$ cat src/rtl/rt_fragment_pkg.sv
// Shared types and constants for the fragment writer.
package rt_fragment_pkg;

    // Writer control states.
    typedef enum logic [1:0] {
        IDLE  = 2'd0,
        RUN   = 2'd1,
        DRAIN = 2'd2,
        DONE  = 2'd3
    } state_t;

    // One fragment occupies one 32-bit word of the framebuffer.
    localparam int unsigned FRAG_BYTES  = 4;
    localparam int unsigned FRAG_SHIFT  = $clog2(FRAG_BYTES);
    localparam int unsigned FRAG_DATA_W = 32;

    // Payload held per FIFO entry.
    typedef struct packed {
        logic [FRAG_DATA_W-1:0] data;
    } fifo_entry_t;

endpackage

$ cat src/rtl/rt_sync_fifo.sv
// Small synchronous FIFO with registered storage and full/empty flags.
// Push and pop in the same cycle are both honoured.
module rt_sync_fifo #(
    parameter int unsigned WIDTH = 32,
    parameter int unsigned DEPTH = 4
) (
    input  logic             clk,
    input  logic             resetn,
    input  logic             i_push,
    input  logic [WIDTH-1:0] i_data,
    input  logic             i_pop,
    output logic [WIDTH-1:0] o_data,
    output logic             o_full,
    output logic             o_empty
);

    localparam int unsigned AW = (DEPTH > 1) ? $clog2(DEPTH) : 1;

    logic [WIDTH-1:0] r_mem [DEPTH];
    logic [AW:0]      r_wr_ptr;
    logic [AW:0]      r_rd_ptr;
    logic             w_push;
    logic             w_pop;

    assign o_empty = (r_wr_ptr == r_rd_ptr);
    assign o_full  = (r_wr_ptr[AW] != r_rd_ptr[AW]) &&
                     (r_wr_ptr[AW-1:0] == r_rd_ptr[AW-1:0]);
    assign w_push  = i_push & ~o_full;
    assign w_pop   = i_pop & ~o_empty;
    assign o_data  = r_mem[r_rd_ptr[AW-1:0]];

    // Storage and pointer update; storage is cleared so the head reads 0 after reset.
    always_ff @(posedge clk or negedge resetn) begin
        if (!resetn) begin
            r_wr_ptr <= '0;
            r_rd_ptr <= '0;
            for (int i = 0; i < int'(DEPTH); i++) begin
                r_mem[i] <= '0;
            end
        end else begin
            if (w_push) begin
                r_mem[r_wr_ptr[AW-1:0]] <= i_data;
                r_wr_ptr                <= r_wr_ptr + (AW+1)'(1);
            end
            if (w_pop) begin
                r_rd_ptr <= r_rd_ptr + (AW+1)'(1);
            end
        end
    end

endmodule

$ cat src/rtl/rt_fragment_writer.sv
// Fragment stream sink: buffers one frame of fragments and writes them to a
// linear framebuffer, checking the frame length against width*height.
// Optional feature macro: RT_FRAG_CHECKSUM_EN adds a running frame checksum port.
module rt_fragment_writer
    import rt_fragment_pkg::*;
#(
    parameter int unsigned DATA_W     = 32,
    parameter int unsigned ADDR_W     = 32,
    parameter int unsigned DIM_W      = 16,
    parameter int unsigned FIFO_DEPTH = 4
) (
    input  logic              clk,
    input  logic              resetn,
    input  logic              start,
    input  logic [ADDR_W-1:0] fb_base,
    input  logic [DIM_W-1:0]  image_width,
    input  logic [DIM_W-1:0]  image_height,
    input  logic              frag_valid,
    output logic              frag_ready,
    input  logic              frag_last,
    input  logic [DATA_W-1:0] frag_data,
    output logic              mem_req,
    input  logic              mem_gnt,
    output logic [ADDR_W-1:0] mem_addr,
    output logic [DATA_W-1:0] mem_wdata,
    output logic              busy,
    output logic              done,
    output logic              err_short,
    output logic              err_long
`ifdef RT_FRAG_CHECKSUM_EN
    ,
    output logic [DATA_W-1:0] checksum
`endif
);

    localparam int unsigned TOT_W = 2 * DIM_W;

    state_t            r_state;
    state_t            w_state_nxt;
    logic [ADDR_W-1:0] r_base;
    logic [TOT_W-1:0]  r_total;
    logic [TOT_W-1:0]  r_in_cnt;
    logic [ADDR_W-1:0] r_out_cnt;
    logic              r_err_short;
    logic              r_err_long;

    logic              w_start;
    logic              w_zero_dim;
    logic [TOT_W-1:0]  w_total;
    logic [TOT_W-1:0]  w_in_next;
    logic              w_count_hit;
    logic              w_push;
    logic              w_pop;
    logic              w_in_end;
    logic              w_ready;
    logic              w_busy;
    logic              w_done;
    logic              w_fifo_full;
    logic              w_fifo_empty;
    logic [DATA_W-1:0] w_fifo_head;

    assign w_start     = start & (r_state == IDLE);
    assign w_zero_dim  = (image_width == '0) | (image_height == '0);
    assign w_total     = TOT_W'(image_width) * TOT_W'(image_height);
    assign w_in_next   = r_in_cnt + TOT_W'(1);
    assign w_count_hit = (w_in_next == r_total);
    assign w_push      = frag_valid & w_ready;
    assign w_pop       = ~w_fifo_empty & mem_gnt;
    assign w_in_end    = w_push & (frag_last | w_count_hit);

    // Decoupling buffer between the fragment stream and the memory port.
    rt_sync_fifo #(
        .WIDTH (DATA_W),
        .DEPTH (FIFO_DEPTH)
    ) u_fifo (
        .clk     (clk),
        .resetn  (resetn),
        .i_push  (w_push),
        .i_data  (frag_data),
        .i_pop   (w_pop),
        .o_data  (w_fifo_head),
        .o_full  (w_fifo_full),
        .o_empty (w_fifo_empty)
    );

    // State register.
    always_ff @(posedge clk or negedge resetn) begin
        if (!resetn) begin
            r_state <= IDLE;
        end else begin
            r_state <= w_state_nxt;
        end
    end

    // Next-state logic; DRAIN waits until every buffered fragment has been granted.
    always_comb begin
        w_state_nxt = r_state;
        case (r_state)
            IDLE:    if (start) w_state_nxt = w_zero_dim ? DONE : RUN;
            RUN:     if (w_in_end) w_state_nxt = DRAIN;
            DRAIN:   if (w_fifo_empty) w_state_nxt = DONE;
            DONE:    w_state_nxt = IDLE;
            default: w_state_nxt = IDLE;
        endcase
    end

    // State-decoded outputs.
    always_comb begin
        w_ready = 1'b0;
        w_busy  = 1'b1;
        w_done  = 1'b0;
        case (r_state)
            IDLE:    w_busy  = 1'b0;
            RUN:     w_ready = ~w_fifo_full;
            DRAIN:   w_ready = 1'b0;
            DONE:    w_done  = 1'b1;
            default: w_busy  = 1'b0;
        endcase
    end

    // Frame parameters, counters and length-error flags.
    always_ff @(posedge clk or negedge resetn) begin
        if (!resetn) begin
            r_base      <= '0;
            r_total     <= '0;
            r_in_cnt    <= '0;
            r_out_cnt   <= '0;
            r_err_short <= 1'b0;
            r_err_long  <= 1'b0;
        end else if (w_start) begin
            r_base      <= fb_base;
            r_total     <= w_total;
            r_in_cnt    <= '0;
            r_out_cnt   <= '0;
            r_err_short <= 1'b0;
            r_err_long  <= 1'b0;
        end else begin
            if (w_push) begin
                r_in_cnt <= w_in_next;
                if (frag_last && (w_in_next < r_total)) begin
                    r_err_short <= 1'b1;
                end
                if (!frag_last && w_count_hit) begin
                    r_err_long <= 1'b1;
                end
            end
            if (w_pop) begin
                r_out_cnt <= r_out_cnt + ADDR_W'(1);
            end
        end
    end

`ifdef RT_FRAG_CHECKSUM_EN
    logic [DATA_W-1:0] r_checksum;

    // Modular sum of every accepted fragment of the current frame.
    always_ff @(posedge clk or negedge resetn) begin
        if (!resetn) begin
            r_checksum <= '0;
        end else if (w_start) begin
            r_checksum <= '0;
        end else if (w_push) begin
            r_checksum <= r_checksum + frag_data;
        end
    end

    assign checksum = r_checksum;
`endif

    assign frag_ready = w_ready;
    assign busy       = w_busy;
    assign done       = w_done;
    assign err_short  = r_err_short;
    assign err_long   = r_err_long;
    assign mem_req    = ~w_fifo_empty;
    assign mem_wdata  = w_fifo_head;
    assign mem_addr   = r_base + (r_out_cnt << FRAG_SHIFT);

endmodule

$ cat config.mk
export PLATFORM = sky130hd
export DESIGN_NAME = rt_fragment_writer
export DESIGN_NICKNAME = d
export VERILOG_FILES = /design/src/rtl/rt_fragment_pkg.sv /design/src/rtl/rt_sync_fifo.sv /design/src/rtl/rt_fragment_writer.sv
export SDC_FILE = /design/constraint.sdc
export NUM_CORES = 1
export LEC_CHECK = 0
export CAP_MARGIN = 5
export CORE_UTILIZATION = 61
export CTS_CLUSTER_DIAMETER = 60
export CTS_CLUSTER_SIZE = 24
export DETAILED_ROUTE_END_ITERATION = 8
export MAX_ROUTING_LAYER = met4
export PLACE_DENSITY = 0.82
export SYNTH_ARGS = -nofsm -noshare
export SYNTH_HDL_FRONTEND = slang
export SYNTH_HIERARCHICAL = 1
export SYNTH_SLANG_ARGS = --single-unit
$ cat constraint.sdc
create_clock -name clk -period 4.35 [get_ports clk]
set_input_delay 0.435 -clock clk [delete_from_list [all_inputs] [get_ports clk]]
set_output_delay 0.435 -clock clk [all_outputs]
set_load 0.01 [all_outputs]
==> impl_metrics.yaml <==
outcome:
  status: "finished, violations left"
  violations: "negative setup slack"
yosys:
  synth_top_area_cell: "dfrtp_1"
  synthXorXnorAreaFrac: 0.05123
  synth_flop_cell: "dfrtp_1"
  synth_top_family_by_area: "adder cells"
  ys_seq_area_frac: 0.2797
  synth_fp_nets: 2814
  synth_compound_area_frac: 0.08031
  synthCells: 2340
  synth.top_cell.area_share: 0.2797
  synthMuxAreaShare: 0.1127
  synthTopCellsByArea: "dfrtp_1, fa_1, ha_1"
  synth-adder-area-share: 0.2591
  yosys_warnings: 6
  synth-seq-cells: 264
  synth_edf_count: 0
  syn_area_per_cell_um2: 10.09
  synth_area_um2: 23620
  synthSimpleGateAreaFrac: 0.1502
  ys_types: 80
  async_reset_ff_frac: 1.000
die:
  start_util: 0.6241
  die-area_um2: 39510
  die_y_um: 198.8
  io_pins: 172
  die_w_um: 198.8
  fp-row-count: 71
  core_area_um2: 37840
placement:
  dp_slack_ns: -1.990
  dp_hpwl_mm: 43.62
  portBuffers: 171
  place_congestion: 0.9907
setup_path:
  critical_path_required_ns: 4.72
  cp-start-kind: "primary input"
  crit_type: "in -> reg"
  cp_max_fo: 8
  cp-end-kind: "flop"
  crit_arrival_ns: 5.77
route:
  firstDrtPassIters: 6
  drt-total-wl_mm: 66.90
  drtIter0Drc: 1472
  drc: 0
  dr_total_vias: 19090
  routed_via_density: 5.967
  ant_nets: 0
  wl_per_cell_um: 20.91
run:
  max-cap-violations: 0
final_layout:
  fin_nets: 3154
  drive_above_1_share: 0.2624
  nFillCells: 2253
  syn2layout_area_growth_pct: 24.01
clocking:
  cts_tree: "done"
  cts_htree_levels: 1
  cts_made_buffers: 16
  cts.sinks: 264
  cts_buffer_depth: 3
  cts_root_buf: "clkbuf_16"
  insertion_delay_ns: 0.51
  cts_hold_buf: 0
  clk_pin_slew_ns: 0.10
global_routing:
  antenna_found_initial: 0
  grt_pass1_vias: 20020
  overflow: 0
  grt_max_degree: 135
  grt_pass1_wl_mm: 101.4
  grt_usage: 0.3315
timing:
  period_minus_slack_ns: 5.399
  worst_pin_slew_ns: 1.046
  fmax_mhz: 185.2
  fin_crit_sh: 1.241
  final_hold_viol_count: 0
  fin_skew_ns: 0.02215
  slew_violations: 0
  finalSetupViolCount: 23
  slew_headroom: 0.3030
  rsz0062_at_grt: "yes"
  timing.final.ws_setup_ns: -1.049
hold_path:
  holdCritPathClass: "in -> async"
cells in the mapped netlist, drive strengths merged (2+ instances only):
cell / n
a2111oi: 5
a211o: 7
a211oi: 5
a21boi: 2
a21o: 43
a21oi: 62
a31oi: 15
a41o: 2
and2: 131
and3: 24
and4: 9
buf: 33
clkbuf: 70
dfrtp: 264
fa: 195
ha: 177
inv: 282
mux2: 130
mux2i: 3
mux4: 32
nand2: 332
nand2b: 3
nand3: 43
nand4: 28
nor2: 106
nor2b: 9
nor3: 23
nor4: 10
o211a: 2
o211ai: 12
o21a: 10
o21ai: 77
o21bai: 9
o221a: 2
o221ai: 2
o311ai: 3
o31a: 4
o31ai: 8
or2: 7
or3: 13
or4: 3
xnor2: 64
xor2: 69
critical path: stages:
cell and delay [ns]:
buf_8 0.10, buf_6 0.13, and2_4 0.14, fa_1 0.57, inv_2 0.05, fa_1 0.55, inv_2 0.05, fa_2 0.56
fa_1 0.44, fa_1 0.51, inv_1 0.06, fa_1 0.50, inv_2 0.05, ha_4 0.25, a21oi_4 0.19, a21oi_2 0.10
o21ai_2 0.16, nand2b_1 0.22, a31oi_4 0.32, buf_6 0.14, xor2_1 0.16, o21ai_1 0.07
repair_timing:
item	4_1_cts	5_1_grt
cloned	3	0
pin swaps	147	93
endpoints found under the setup margin	27	27
resized for setup	330	119
buffers inserted	37	31
kinds of logic (layout without fill, tap and decap cells):
kind of cell | after synthesis | count (layout)
AOI/OAI and AO/OA | 278 | 278
adders and majority gates | 372 | 372
other | 0 | 1
muxes | 165 | 165
and+or+nand+nor | 743 | 743
DFF | 264 | 264
buffers and inverters | 385 | 732
xor gates and xnor gates | 133 | 133
layer usage:
| metal | vias up | part of all wire | global-route usage |
|---|---|---|---|
| li1 | 8378 | - | - |
| met3 | 316 | 0.061 | 0.03442 |
| met5 | - | 0 | - |
| met2 | 935 | 0.51 | 0.5781 |
| met1 | 9461 | 0.38 | 0.4008 |
| met4 | 0 | 0.054 | 0.1145 |
cells in the final DEF (no fill, tap or decap), types with 16 or more instances in the layout:
| cell type | netlist | layout |
|---|---|---|
| and3_1 | 22 | 21 |
| ha_1 | 177 | 149 |
| and2_4 | 0 | 23 |
| nand4_1 | 27 | 27 |
| o21ai_0 | 73 | 44 |
| a21oi_1 | 62 | 45 |
| and2_1 | 131 | 108 |
| xnor2_1 | 62 | 58 |
| ha_4 | 0 | 26 |
| nand2_1 | 330 | 306 |
| mux2_4 | 119 | 119 |
| clkdlybuf4s50_1 | 0 | 138 |
| buf_6 | 13 | 61 |
| clkbuf_16 | 0 | 17 |
| dfrtp_1 | 264 | 263 |
| nor3_1 | 21 | 16 |
| fa_1 | 195 | 169 |
| nand2_2 | 1 | 16 |
| xor2_1 | 68 | 68 |
| nor2_1 | 106 | 100 |
| mux4_2 | 32 | 32 |
| fa_2 | 0 | 26 |
| inv_2 | 0 | 34 |
| inv_1 | 282 | 246 |
| nand3_1 | 42 | 39 |
| a21o_1 | 43 | 43 |
| o21ai_1 | 4 | 23 |
| buf_4 | 2 | 190 |
flip-flops by register name, summed over array words and instances, names as in the netlist:
signal	count
r_in_cnt	32
err_long	1
u_fifo/r_mem	128
r_base	32
u_fifo/r_rd_ptr	3
err_short	1
r_out_cnt	30
u_fifo/r_wr_ptr	3
r_state	2
r_total	32
through the flow:
stage / util / cells / setup TNS [ns] / area, um2 / hold WS [ns]
6_report: 0.7739 / 3199 / -17.32 / 29290 / 0.07244
5_1_grt: 0.7739 / 3198 / -19.82 / 29290 / 0.1716
4_1_cts: 0.7578 / 3172 / -13.04 / 28680 / 0.1266
3_5_place_dp: 0.7174 / 3108 / -41.62 / 27150 / 0.4619
3_3_place_gp: 0.7174 / 3108 / -38.48 / 27150 / 0.4564
2_1_floorplan: - / 2340 / -18.39 / 24000 / 0.1394
cell type report:
| type | count | area (um2) | area share |
|---|---|---|---|
| Antenna cell | 1 | 2.502 | 0.00008544 |
| Clock buffer | 19 | 442.9 | 0.01512 |
| Clock inverter | 6 | 86.33 | 0.002948 |
| Inverter | 282 | 1064 | 0.03631 |
| Multi-Input combinational cell | 1691 | 16470 | 0.5624 |
| Sequential cell | 264 | 6608 | 0.2256 |
| Tap cell | 511 | 639.4 | 0.02183 |
| Timing Repair Buffer | 425 | 3974 | 0.1357 |
final timing paths:
path / to / cells after the start / slack, ns / startpoint
min reg2reg: r_base[0] / 2 / 0.48 / r_base[0]
min: r_base[11] / 1 / 0.07 / resetn
min in group clk: r_base[30] / 3 / 0.47 / fb_base[30]
max: r_total[27] / 22 / -1.05 / image_height[6]
max reg2reg: r_state[0] / 16 / 0.25 / r_in_cnt[0]
max in group asynchronous: u_fifo/r_mem[126] / 2 / 3.31 / resetn
Power is left out: the tool's default activity adds up to more than one toggle a clock period on the data nets, which glitch-free logic cannot reach.
